**config.mk**
```make
export PLATFORM = sky130hd
export DESIGN_NAME = adc_display_formatter
export DESIGN_NICKNAME = d
export VERILOG_FILES = /design/src/rtl/adc_disp_pkg.sv /design/src/rtl/adc_display_formatter_bin2bcd_iter.sv /design/src/rtl/adc_display_formatter.sv
export SDC_FILE = /design/constraint.sdc
export NUM_CORES = 1
export LEC_CHECK = 0
export CORE_MARGIN = 4
export CORE_UTILIZATION = 55
export CTS_BUF_LIST = sky130_fd_sc_hd__clkbuf_4 sky130_fd_sc_hd__clkbuf_8 sky130_fd_sc_hd__clkbuf_16
export DETAILED_ROUTE_END_ITERATION = 16
export PLACE_DENSITY_LB_ADDON = 0.3
export SLEW_MARGIN = 20
export SYNTH_ARGS = -nofsm -noshare
export SYNTH_HDL_FRONTEND = slang
export SYNTH_SLANG_ARGS = --single-unit
export TNS_END_PERCENT = 1
```
**constraint.sdc**
```tcl
create_clock -name clk -period 5.2 [get_ports clk]
set_input_delay 1.04 -clock clk [delete_from_list [all_inputs] [get_ports clk]]
set_output_delay 1.04 -clock clk [all_outputs]
set_load 0.02 [all_outputs]
```
**src/rtl/adc_disp_pkg.sv**
```systemverilog
// Shared types, widths and the double-dabble digit adjust for the ADC display formatter.
package adc_disp_pkg;

  typedef enum logic [1:0] {
    IDLE  = 2'd0,
    SCALE = 2'd1,
    CONV  = 2'd2,
    DONE  = 2'd3
  } state_t;

  localparam int unsigned MV_WIDTH   = 14;
  localparam int unsigned NUM_DIGITS = 4;
  localparam int unsigned BCD_WIDTH  = 16;
  localparam int unsigned SH_WIDTH   = BCD_WIDTH + MV_WIDTH;
  localparam int unsigned CNT_WIDTH  = 4;

  localparam logic [MV_WIDTH-1:0] MAX_MV = 14'd9999;

  // Add 3 to every BCD digit that is 5 or more, ahead of the next left shift.
  function automatic logic [BCD_WIDTH-1:0] dabble_adjust(input logic [BCD_WIDTH-1:0] bcd);
    logic [BCD_WIDTH-1:0] res;
    res = bcd;
    for (int i = 0; i < int'(NUM_DIGITS); i++) begin
      if (bcd[4*i +: 4] >= 4'd5) begin
        res[4*i +: 4] = bcd[4*i +: 4] + 4'd3;
      end
    end
    return res;
  endfunction

endpackage

```
**src/rtl/adc_display_formatter_bin2bcd_iter.sv**
```systemverilog
// Iterative binary-to-BCD converter: one double-dabble shift per clock, 14 shifts per value.
module bin2bcd_iter
  import adc_disp_pkg::*;
(
  input  logic                 clk,
  input  logic                 reset,
  input  logic                 start,
  input  logic [MV_WIDTH-1:0]  bin_in,
  output logic                 done_c,
  output logic [BCD_WIDTH-1:0] bcd_out
);

  logic [SH_WIDTH-1:0]  sh_q, sh_d;
  logic [CNT_WIDTH-1:0] cnt_q, cnt_d;
  logic [SH_WIDTH-1:0]  adj_c;

  // Load on start, otherwise adjust-and-shift while shifts remain.
  always_comb begin
    sh_d  = sh_q;
    cnt_d = cnt_q;
    adj_c = {dabble_adjust(sh_q[SH_WIDTH-1:MV_WIDTH]), sh_q[MV_WIDTH-1:0]};
    if (start) begin
      sh_d  = {BCD_WIDTH'(0), bin_in};
      cnt_d = CNT_WIDTH'(MV_WIDTH);
    end else if (cnt_q != '0) begin
      sh_d  = {adj_c[SH_WIDTH-2:0], 1'b0};
      cnt_d = cnt_q - CNT_WIDTH'(1);
    end
  end

  // Shift register and remaining-shift counter.
  always_ff @(posedge clk) begin
    if (reset) begin
      sh_q  <= '0;
      cnt_q <= '0;
    end else begin
      sh_q  <= sh_d;
      cnt_q <= cnt_d;
    end
  end

  // Final shift is happening this cycle; result is valid from the next cycle.
  assign done_c  = (cnt_q == CNT_WIDTH'(1));
  assign bcd_out = sh_q[SH_WIDTH-1:MV_WIDTH];

endmodule

```
**src/rtl/adc_display_formatter.sv**
```systemverilog
// ADC display formatter: scale sample to mV, clamp to 9999, convert to BCD for the display.
// Optional peak-hold display is enabled by defining ADC_DISP_PEAK_HOLD_EN (adds peak_clr).
module adc_display_formatter
  import adc_disp_pkg::*;
#(
  parameter int unsigned IN_WIDTH = 16,
  parameter int unsigned FS_MV    = 3300,
  parameter int unsigned IN_SHIFT = 8
) (
  input  logic                 clk,
  input  logic                 reset,
  input  logic [IN_WIDTH-1:0]  sample_in,
  input  logic                 sample_valid,
`ifdef ADC_DISP_PEAK_HOLD_EN
  input  logic                 peak_clr,
`endif
  output logic [MV_WIDTH-1:0]  mv_out,
  output logic [BCD_WIDTH-1:0] bcd_out,
  output logic                 overrange,
  output logic                 out_valid,
  output logic                 busy
);

  localparam int unsigned PROD_W = IN_WIDTH + MV_WIDTH;

  state_t                 state_q, state_d;
  logic [IN_WIDTH-1:0]    sample_q, sample_d;
  logic                   pend_q, pend_d;
  logic [IN_WIDTH-1:0]    pend_data_q, pend_data_d;
  logic [MV_WIDTH-1:0]    mv_q, mv_d;
  logic                   ovr_q, ovr_d;
  logic [MV_WIDTH-1:0]    mv_out_q, mv_out_d;
  logic [BCD_WIDTH-1:0]   bcd_out_q, bcd_out_d;
  logic                   ovr_out_q, ovr_out_d;
  logic                   out_valid_q, out_valid_d;
  logic                   busy_q, busy_d;

  logic [PROD_W-1:0]      scaled_c;
  logic                   over_c;
  logic [MV_WIDTH-1:0]    new_mv_c;
  logic [MV_WIDTH-1:0]    disp_mv_c;
  logic                   disp_ovr_c;
  logic                   conv_start_c;
  logic                   conv_done_c;
  logic [BCD_WIDTH-1:0]   conv_bcd;

  // Full-width multiply, truncating shift and clamp to four digits.
  always_comb begin
    scaled_c = (PROD_W'(sample_q) * PROD_W'(FS_MV)) >> IN_SHIFT;
    over_c   = (scaled_c > PROD_W'(MAX_MV));
    new_mv_c = over_c ? MAX_MV : MV_WIDTH'(scaled_c);
  end

`ifdef ADC_DISP_PEAK_HOLD_EN
  logic [MV_WIDTH-1:0] peak_q, peak_d;
  logic                sticky_q, sticky_d;

  // Peak selection; a clear coinciding with SCALE shows the new value alone.
  always_comb begin
    if (peak_clr) begin
      disp_mv_c  = new_mv_c;
      disp_ovr_c = over_c;
    end else begin
      disp_mv_c  = (new_mv_c > peak_q) ? new_mv_c : peak_q;
      disp_ovr_c = over_c | sticky_q;
    end
    peak_d   = peak_q;
    sticky_d = sticky_q;
    if (state_q == SCALE) begin
      peak_d   = disp_mv_c;
      sticky_d = disp_ovr_c;
    end else if (peak_clr) begin
      peak_d   = '0;
      sticky_d = 1'b0;
    end
  end

  // Peak value and sticky overrange registers.
  always_ff @(posedge clk) begin
    if (reset) begin
      peak_q   <= '0;
      sticky_q <= 1'b0;
    end else begin
      peak_q   <= peak_d;
      sticky_q <= sticky_d;
    end
  end
`else
  // Without peak hold every sample is displayed as scaled.
  always_comb begin
    disp_mv_c  = new_mv_c;
    disp_ovr_c = over_c;
  end
`endif

  // Next-state, pending capture and output register loads.
  always_comb begin
    state_d      = state_q;
    sample_d     = sample_q;
    pend_d       = pend_q;
    pend_data_d  = pend_data_q;
    mv_d         = mv_q;
    ovr_d        = ovr_q;
    mv_out_d     = mv_out_q;
    bcd_out_d    = bcd_out_q;
    ovr_out_d    = ovr_out_q;
    out_valid_d  = 1'b0;
    conv_start_c = 1'b0;
    unique case (state_q)
      IDLE: begin
        if (sample_valid) begin
          sample_d = sample_in;
          state_d  = SCALE;
        end
      end
      SCALE: begin
        mv_d         = disp_mv_c;
        ovr_d        = disp_ovr_c;
        conv_start_c = 1'b1;
        state_d      = CONV;
        if (sample_valid) begin
          pend_d      = 1'b1;
          pend_data_d = sample_in;
        end
      end
      CONV: begin
        if (conv_done_c) begin
          state_d = DONE;
        end
        if (sample_valid) begin
          pend_d      = 1'b1;
          pend_data_d = sample_in;
        end
      end
      DONE: begin
        mv_out_d    = mv_q;
        bcd_out_d   = conv_bcd;
        ovr_out_d   = ovr_q;
        out_valid_d = 1'b1;
        if (sample_valid) begin
          sample_d = sample_in;
          pend_d   = 1'b0;
          state_d  = SCALE;
        end else if (pend_q) begin
          sample_d = pend_data_q;
          pend_d   = 1'b0;
          state_d  = SCALE;
        end else begin
          state_d  = IDLE;
        end
      end
      default: state_d = IDLE;
    endcase
    busy_d = (state_d != IDLE);
  end

  // State and datapath registers.
  always_ff @(posedge clk) begin
    if (reset) begin
      state_q     <= IDLE;
      sample_q    <= '0;
      pend_q      <= 1'b0;
      pend_data_q <= '0;
      mv_q        <= '0;
      ovr_q       <= 1'b0;
      mv_out_q    <= '0;
      bcd_out_q   <= '0;
      ovr_out_q   <= 1'b0;
      out_valid_q <= 1'b0;
      busy_q      <= 1'b0;
    end else begin
      state_q     <= state_d;
      sample_q    <= sample_d;
      pend_q      <= pend_d;
      pend_data_q <= pend_data_d;
      mv_q        <= mv_d;
      ovr_q       <= ovr_d;
      mv_out_q    <= mv_out_d;
      bcd_out_q   <= bcd_out_d;
      ovr_out_q   <= ovr_out_d;
      out_valid_q <= out_valid_d;
      busy_q      <= busy_d;
    end
  end

  bin2bcd_iter u_bin2bcd (
    .clk     (clk),
    .reset   (reset),
    .start   (conv_start_c),
    .bin_in  (disp_mv_c),
    .done_c  (conv_done_c),
    .bcd_out (conv_bcd)
  );

  assign mv_out    = mv_out_q;
  assign bcd_out   = bcd_out_q;
  assign overrange = ovr_out_q;
  assign out_valid = out_valid_q;
  assign busy      = busy_q;

endmodule
```
==> results of run 1 <==
[what timing repair did]
action                                  in CTS  in global routing
gates resized for setup                     25                 75
endpoints found under the setup margin      29                 29
pin swaps                                   10                 41
buffers inserted                             2                 11
cloned                                       0                  1
[layout by cell type, fill, tap and decap left out, types with 7 or more instances in the layout]
cell | netlist | routed
a211oi_1 | 35 | 29
a211oi_2 | 1 | 7
a21o_1 | 7 | 7
a21oi_1 | 62 | 57
and3_1 | 7 | 7
buf_4 | 1 | 85
clkbuf_16 | 0 | 18
clkbuf_8 | 0 | 7
clkdlybuf4s50_1 | 0 | 50
dfxtp_1 | 117 | 105
fa_1 | 45 | 44
ha_1 | 94 | 73
ha_4 | 0 | 20
inv_1 | 120 | 110
inv_2 | 0 | 10
mux2i_1 | 51 | 51
nand2_1 | 92 | 90
nand2b_1 | 8 | 8
nand3_1 | 11 | 11
nor2_1 | 80 | 79
nor3_1 | 12 | 9
o211ai_1 | 9 | 9
o21ai_0 | 28 | 26
or3_1 | 7 | 7
xnor2_1 | 20 | 20
[state kept, by name, summed over array words and instances, names as in the netlist]
register and cells:
state_q 2, u_bin2bcd.sh_q 30, out_valid 1, busy 1
mv_out 14, pend_q 1, sample_q 16, ovr_q 1
mv_q 14, bcd_out 16, overrange 1, u_bin2bcd.cnt_q 4
pend_data_q 16
[critical path, delay by kind of cell, from the launching register on]
kind | cells | cell delay, ps
xor+xnor | 1 | 170
buf+inv | 3 | 290
fa+ha+maj | 6 | 2340
flops | 1 | 410
compound gates | 6 | 1480
simple gates | 2 | 470
[per-layer routing]
metal | global-route usage | wire, um | vias up
met3 | 0.0407 | 813 | 60
met5 | 0 | 0 | -
met4 | 0.0665 | 596 | 0
met1 | 0.292 | 8460 | 3489
met2 | 0.393 | 10400 | 198
li1 | - | - | 3458
[cell families (layout without fill, tap and decap cells)]
kind of cell | after synthesis | in the layout
simple gates | 251 | 251
compound gates | 195 | 195
buf+inv | 164 | 296
fa+ha+maj | 139 | 139
flops | 117 | 117
mux | 51 | 51
xor+xnor | 26 | 26
[worst paths after layout]
check	from	to	depth (start not counted)
max	sample_q[1]	mv_q[10]	18
min	mv_q[4]	mv_q[4]	2
max reg2reg	sample_q[1]	mv_q[10]	18
min reg2reg	mv_q[4]	mv_q[4]	2
[layout make-up]
cell class | count | area, um^2 | area share
multi-input cells | 662 | 5790 | 0.542
flip-flops and latches | 117 | 2370 | 0.222
repair buffers | 144 | 1260 | 0.118
clock buffers | 24 | 522 | 0.0488
inverters | 120 | 450 | 0.0422
well taps | 184 | 230 | 0.0216
clock inverters | 8 | 62.6 | 0.00586
[through the flow]
stage	worst slack (ps)	area (um^2)	cells
4_1_cts	2.29	10200	1248
5_1_grt	-235	10700	1259
3_5_place_dp	-202	9460	1214
6_report	-69.8	10700	1259
2_1_floorplan	-28.4	8290	943
3_3_place_gp	-49.7	9460	1214
==> key figures, run 1 <==
Synth
  • Warnings, synthesis: 0
  • Synth Instances: 943
  • Synth Area in Adders: 0.251
  • Biggest area consumer among synthesized cells: dfxtp_1
  • Largest family of logic cells by synthesized area: adder cells
  • Average size of a mapped cell: 8.77 um^2
  • XOR/XNOR share of the synthesized area: 0.0275
  • Synth Area in Compound Gates: 0.161
  • Seq/Total Area, Yosys: 0.283
  • Post-synth top cells: inv_1, dfxtp_1, ha_1, nand2_1, nor2_1
  • Most used DFF post-synth: dfxtp_1
  • Top-area cell type share of the netlist area: 0.283
  • Syn Std Cell Area: 8270 um^2
  • Synth unique cells: 72
  • Simple-gate share of the synthesized area: 0.138
  • Post-synth EDFFs: 0
  • Count of state elements after synthesis: 117
  • Post-synth ARST share: 0
  • Count leader, synth: inv_1
  • Synth area leaders: dfxtp_1, ha_1, fa_1
  • Post-synthesis mux area share: 0.0617
  • Post-synth net total: 1101

STA
  • Period utilization: 1.01
  • Hold violation total from the final report: 0
  • Skew final: 5.98 ps
  • Max_slew headroom: 0.302
  • Final setup vio count: 17
  • Worst-Margin Slew: 1050 ps
  • Worst setup margin: -69.8 ps
  • Hold slack: 451 ps
  • Unrepaired setup endpoints after global routing: true
  • TNS Setup: -675 ps
  • Final min period: 5270 ps
  • Final slew viol count: 0
  • Max Freq: 190 MHz

Drt
  • First drt pass iteration count: 6
  • Vias: 7205
  • DRC violations left: 0
  • Final wirelength: 20.3 mm
  • Via density per instance: 5.72
  • Per-cell routed wire length: 16.1 um
  • Routed Antenna Nets: 0
  • Initial drt markers: 456

Critical path
  • Startpoint Class: flop
  • Worst Path Arrival: 5590 ps
  • Crit-path slowest cell: fa_1
  • Endpoint type of the worst setup path: flop
  • Crit-path max FO: 8
  • CP dominant cell by count: fa_1
  • Critical-path cell list: ha_1 > xor2_1 > ha_1 > fa_1 > fa_1 > inv_1 > fa_1 > inv_1 > ha_4 > a21oi_2 > o211ai_2 > o211a_1 > or3_4 > a2111o_1 > a31oi_4 > nor3_4 > buf_12 > a211oi_1
  • Worst endpoint required time: 5520 ps
  • R2R setup slack: -70 ps
  • CP Class: reg -> reg
  • Slowest stage delay, CP: 570 ps

Run status
  • Outcome: finished with violations
  • Failing checks: negative setup slack

Layout
  • Fillers: 1030
  • Diode count: 0
  • Final Util: 0.729
  • Layout cells sized above 1: 0.203
  • Nets: 1220
  • Synth-to-Final Area Change: 29.2%

Clocking
  • Post-CTS Hold Buffers: 0
  • CTS buffer count: 17
  • CTS H-Tree Depth: 4
  • Clk slew on worst S/H paths: 60 ps
  • Worst-Skew Late Latency: 420 ps
  • Clock Sinks: 117
  • CTS root buf: clkbuf_16
  • CTS tree: built
  • Max Buffers Root-to-Sink: 2

Global routing
  • Vias in the first global route: 6774
  • First-pass GRT wire length: 31.5 mm
  • Global Route Usage Sum: 0.227
  • Largest net degree at the start of global routing: 47
  • Antenna violations before repair: 0
  • GRT overflow: 0

Die
  • Die area: 17100 um^2
  • Starting Density: 0.565
  • Die height: 131 um
  • Die X: 131 um
  • Site row count: 44
  • Core area: 14600 um^2
  • Ports: 52

Run
  • Max-cap violations: 0

Placement
  • Port-buffer cells: 51
  • DP HPWL: 13.7 mm
  • GP Congestion: 0.887

Worst hold path
  • Worst Hold Class: reg -> reg
Power of run 1 is left out: the tool's default activity adds up to more than one toggle a clock period on the data nets, which glitch-free logic cannot reach.
==> inputs of run 2 (changes only) <==
--- a/config.mk
+++ b/config.mk
@@ -5,12 +5,10 @@
 export SDC_FILE = /design/constraint.sdc
 export NUM_CORES = 1
 export LEC_CHECK = 0
-export CORE_MARGIN = 4
 export CORE_UTILIZATION = 55
 export CTS_BUF_LIST = sky130_fd_sc_hd__clkbuf_4 sky130_fd_sc_hd__clkbuf_8 sky130_fd_sc_hd__clkbuf_16
 export DETAILED_ROUTE_END_ITERATION = 16
 export PLACE_DENSITY_LB_ADDON = 0.3
-export SLEW_MARGIN = 20
 export SYNTH_ARGS = -nofsm -noshare
 export SYNTH_HDL_FRONTEND = slang
 export SYNTH_SLANG_ARGS = --single-unit
==> run 2 against run 1 <==
Net effect:
- the run still ends with negative setup slack left
- worst hold slack improved by 2.0 ps
- clock-buffer cell count decreased by 6
- utilization increased by 0.061 points
- via count decreased by 1.6%
- routed wire length decreased by 3.1%
- register-to-register slack got worse by 210 ps
- final cell count unchanged
- worst setup slack got worse by 210 ps
- sequential cell count unchanged
- die area decreased by 9.0%
- critical path type unchanged
- critical endpoint unchanged
==> key figures, run 2 (synthesized netlist as in run 1, its figures left out) <==
Run status
  • Outcome: finished with violations
  • Failing checks: negative setup slack

Layout
  • Nets: 1220
  • Largest register FFs: 30
  • Fillers: 999
  • Final std cells w/o fill: 1259
  • Final Util: 0.730
  • Commonest non-fill, non-tap cell in the layout: inv_1
  • Diode count: 0
  • Multi-input logic area: 5790 um^2
  • Synth-to-Final Area Change: 28.8%
  • Top reg by flops: u_bin2bcd.sh_q
  • FF/Latch Area: 2360 um^2
  • Layout cells sized above 1: 0.201
  • Most frequent cells in the layout: inv_1, dfxtp_1, nand2_1

Placement
  • DP HPWL: 13.7 mm
  • Port-buffer cells: 51
  • DP Worst Slack: -186 ps
  • Dpl cells: 1209
  • GP Congestion: 0.922

Die
  • Core area: 14600 um^2
  • Starting Density: 0.567
  • Die area: 15500 um^2
  • Site row count: 44
  • Ports: 52
  • Die height: 125 um
  • Die X: 125 um

STA
  • Final slew viol count: 0
  • Max_slew headroom: 0.251
  • TNS Setup: -5650 ps
  • Unrepaired setup endpoints after global routing: true
  • Worst setup margin: -277 ps
  • Skew final: 6.61 ps
  • Worst-Margin Slew: 1120 ps
  • Final setup vio count: 29
  • Period utilization: 1.05
  • Max Freq: 183 MHz
  • Hold violation total from the final report: 0
  • Final min period: 5480 ps

Clocking
  • Clock Sinks: 117
  • CTS root buf: clkbuf_16
  • CTS tree: built
  • CTS H-Tree Depth: 4
  • Worst-Skew Late Latency: 420 ps
  • Max Buffers Root-to-Sink: 2
  • CTS buffer count: 17
  • Post-CTS Hold Buffers: 0
  • Clk slew on worst S/H paths: 60 ps

Critical path
  • Startpoint Class: flop
  • Worst endpoint required time: 5460 ps
  • CP Class: reg -> reg
  • Crit-path max FO: 8
  • Endpoint type of the worst setup path: flop
  • Worst Path Arrival: 5740 ps
  • R2R setup slack: -280 ps

Drt
  • First drt pass iteration count: 5
  • Routed Antenna Nets: 0
  • Via density per instance: 5.63
  • Final wirelength: 19.7 mm
  • Vias: 7092
  • DRC violations left: 0
  • Per-cell routed wire length: 15.6 um
  • Initial drt markers: 522

Global routing
  • Largest net degree at the start of global routing: 48
  • First-pass GRT wire length: 31.8 mm
  • Antenna violations before repair: 0
  • Vias in the first global route: 6828
  • GRT overflow: 0
  • Global Route Usage Sum: 0.251

Run
  • Max-cap violations: 0

Worst hold path
  • Worst Hold Class: reg -> reg
-- run 2: cell types whose count changed in the layout (fill, tap and decap cells not counted), moves of 4 or more --
| cell | delta |
|---|---|
| clkbuf_8 | -6 |
| inv_1 | +7 |
| a211oi_1 | -6 |
| a211oi_2 | +6 |
| inv_2 | -7 |
| ha_4 | -4 |
| clkinv_4 | +4 |
-- run 2: metal layers --
metal  global-route usage  wire length, um  up-vias
met5                    0                0        -
met2                0.438            10100      169
met3               0.0455              674       36
li1                     -                -     3460
met1                0.309             8520     3427
met4               0.0872              389        0
-- run 2: timing repair --
item                       in CTS  in global routing
resized for setup              50                 43
cloned                          2                  0
pin swaps                      19                 19
setup endpoints to repair      29                 29
buffers inserted               11                  5
-- run 2: cell type report --
type,instances,area share
clock buffers,18,0.0412
clock inverters,14,0.0121
inverters,120,0.0423
flip-flops and latches,117,0.222
repair buffers,144,0.118
well taps,184,0.0216
multi-input cells,662,0.543
-- run 2: final timing paths --
| kind | to | start | cells after the start |
|---|---|---|---|
| setup / recovery | mv_q[10] | sample_q[8] | 22 |
| hold / removal | mv_q[7] | mv_q[7] | 2 |
| setup reg to reg | mv_q[10] | sample_q[8] | 22 |
| hold reg to reg | mv_q[7] | mv_q[7] | 2 |
-- run 2: per-stage QoR --
step | area, um^2 | hold WS [ps]
2_1_floorplan | 8290 | 425
6_report | 10700 | 453
3_5_place_dp | 9420 | 444
3_3_place_gp | 9420 | 435
4_1_cts | 10400 | 454
5_1_grt | 10700 | 473
-- run 2: critical path, cell delays in order, from the launching register on --
cell and delay [ps]:
dfxtp_2 350, ha_1 310, inv_2 60, fa_1 530, inv_1 50, fa_1 470, fa_1 560, inv_1 60
fa_1 500, inv_1 40, ha_2 320, o211ai_1 120, nor2_2 190, buf_4 150, a41oi_2 230, o31ai_2 300
xnor2_1 180, nand4_1 170, buf_4 200, nor3_4 220, buf_6 140, buf_12 120, a211oi_1 70
Power of run 2 is left out for the same reason.
==> inputs of run 3 (changes only) <==
--- a/config.mk
+++ b/config.mk
@@ -5,10 +5,10 @@
 export SDC_FILE = /design/constraint.sdc
 export NUM_CORES = 1
 export LEC_CHECK = 0
-export CORE_UTILIZATION = 55
+export CORE_UTILIZATION = 65
 export CTS_BUF_LIST = sky130_fd_sc_hd__clkbuf_4 sky130_fd_sc_hd__clkbuf_8 sky130_fd_sc_hd__clkbuf_16
 export DETAILED_ROUTE_END_ITERATION = 16
-export PLACE_DENSITY_LB_ADDON = 0.3
+export PLACE_DENSITY = 0.86
 export SYNTH_ARGS = -nofsm -noshare
 export SYNTH_HDL_FRONTEND = slang
 export SYNTH_SLANG_ARGS = --single-unit
==> constraint.sdc (replaced) <==
create_clock -name clk -period 7 [get_ports clk]
set_input_delay 1.4 -clock clk [delete_from_list [all_inputs] [get_ports clk]]
set_output_delay 1.4 -clock clk [all_outputs]
set_load 0.02 [all_outputs]
==> run 3 against run 2 <==
Net effect:
- the run now ends clean
- via count shrank 5.2%
- global-route usage grew 5.1 points
- clock skew grew 3.5 ps
- clock-buffer cell count grew 1
- register-to-register slack gained 1200 ps
- worst hold slack lost 3.0 ps
- non-clock buffer count shrank 90
- final area shrank 12%
- critical endpoint is now mv_q[8]
==> key figures, run 3 (synthesized netlist as in run 1, its figures left out) <==
Clocking
  • CTS buffer count: 17
  • CTS tree: built
  • Setup Buffers After CTS: 0
  • Post-CTS Hold Buffers: 0
  • CTS H-Tree Depth: 4
  • Worst-Skew Late Latency: 420 ps
  • Max Buffers Root-to-Sink: 2
  • CTS root buf: clkbuf_16
  • PostCTS Resize Cnt: 0
  • Clk slew on worst S/H paths: 60 ps
  • Clock Sinks: 117

Placement
  • DP HPWL: 13.5 mm
  • GP Congestion: 0.996
  • Port-buffer cells: 51

Drt
  • Vias: 6721
  • Via density per instance: 5.84
  • DRC violations left: 0
  • Final wirelength: 18.9 mm
  • Routed Antenna Nets: 0
  • Initial drt markers: 544
  • First drt pass iteration count: 6
  • Per-cell routed wire length: 16.4 um

Critical path
  • Crit-path max FO: 15
  • Crit-path slowest cell: nor3_2
  • Worst Path Arrival: 6370 ps
  • Endpoint type of the worst setup path: flop
  • Reg-to-Reg End: mv_q[8]
  • Worst r2r path cells: 18
  • Worst reg2reg startpoint: sample_q[3]
  • Startpoint Class: flop
  • Delay-heaviest family, CP: adder cells
  • Buf+Inv Stages, Crit Path: 4
  • Slowest stage delay, CP: 730 ps
  • Worst endpoint required time: 7250 ps
  • R2R setup slack: 880 ps
  • CP Class: reg -> reg
  • Critical-path cell list: ha_1 > inv_1 > fa_1 > inv_1 > fa_1 > fa_1 > inv_1 > fa_1 > inv_1 > ha_1 > a2111oi_0 > o21ai_1 > a22oi_2 > xor2_1 > a2111o_1 > a31oi_4 > nor3_2 > a211oi_1

STA
  • Final setup vio count: 0
  • Final min period: 6120 ps
  • Max_slew headroom: 0.243
  • Worst-Margin Slew: 1130 ps
  • Period utilization: 0.875
  • Final slew viol count: 0
  • TNS Setup: 0 ps
  • Max Freq: 163 MHz
  • Hold slack: 450 ps
  • Unrepaired setup endpoints after global routing: false
  • Hold violation total from the final report: 0
  • Skew final: 10.2 ps

Die
  • Die area: 13200 um^2
  • Core area: 12200 um^2
  • Starting Density: 0.677
  • Die height: 115 um
  • Die X: 115 um
  • Site row count: 40
  • Ports: 52

Global routing
  • Vias in the first global route: 6494
  • Antenna violations before repair: 0
  • Largest net degree at the start of global routing: 96
  • Global Route Usage Sum: 0.302
  • First-pass GRT wire length: 31.1 mm
  • GRT overflow: 0

Worst hold path
  • Hold path cells: 2
  • Worst Hold Class: reg -> reg
  • Hold wc startpoint: mv_q[4]
  • Worst hold endpoint: mv_q[4]

Run status
  • Outcome: complete, no violations

Layout
  • Commonest non-fill, non-tap cell in the layout: inv_1
  • Nets: 1130
  • FF/Latch Area: 2340 um^2
  • Fillers: 864
  • Most frequent cells in the layout: inv_1, dfxtp_1, ha_1
  • Largest register FFs: 30
  • Top reg by flops: u_bin2bcd.sh_q
  • Synth-to-Final Area Change: 13.2%
  • Multi-input logic area: 5300 um^2
  • Layout cells sized above 1: 0.0539
  • Diode count: 0

Run
  • Max-cap violations: 0
[run 3: worst reg2reg max path, delay by kind of cell (launching register included)]
family,cells,cell delay (ps)
compound gates,6,1420
fa+ha+maj,6,2840
xor+xnor,1,350
buf+inv,4,220
flops,1,400
simple gates,1,730
[run 3: per-stage QoR]
stage          cells  cell area (um^2)  utilization  setup slack, ps
3_3_place_gp    1121              8830        0.723             1020
4_1_cts         1151              9360        0.767              918
5_1_grt         1151              9360        0.767              457
3_5_place_dp    1121              8830        0.723              970
6_report        1151              9360        0.767              877
2_1_floorplan    943              8270            -             1670
[run 3: worst max-delay path by stage]
stage,start,endpoint,slack [ps],cells after the start
after global placement,sample_q[6],u_bin2bcd.sh_q[9],1020,18
final,sample_q[3],mv_q[8],880,18
after floorplan,sample_q[8],u_bin2bcd.sh_q[10],1670,20
after CTS,sample_q[3],mv_q[8],920,18
after detailed placement,sample_q[3],mv_q[8],970,18
after global routing,sample_q[9],mv_q[8],460,18
[run 3: final cells by class]
type / instances / area share
well taps: 168 / 0.0224
clock buffers: 19 / 0.0484
repair buffers: 54 / 0.0564
inverters: 120 / 0.0481
flip-flops and latches: 117 / 0.250
clock inverters: 11 / 0.00855
multi-input cells: 662 / 0.566
[run 3: routing by layer]
metal,track usage,routed length (um)
met5,0,0
met4,0.118,457
met3,0.0675,814
met2,0.546,9730
met1,0.347,7860
Power of run 3 is left out for the same reason.
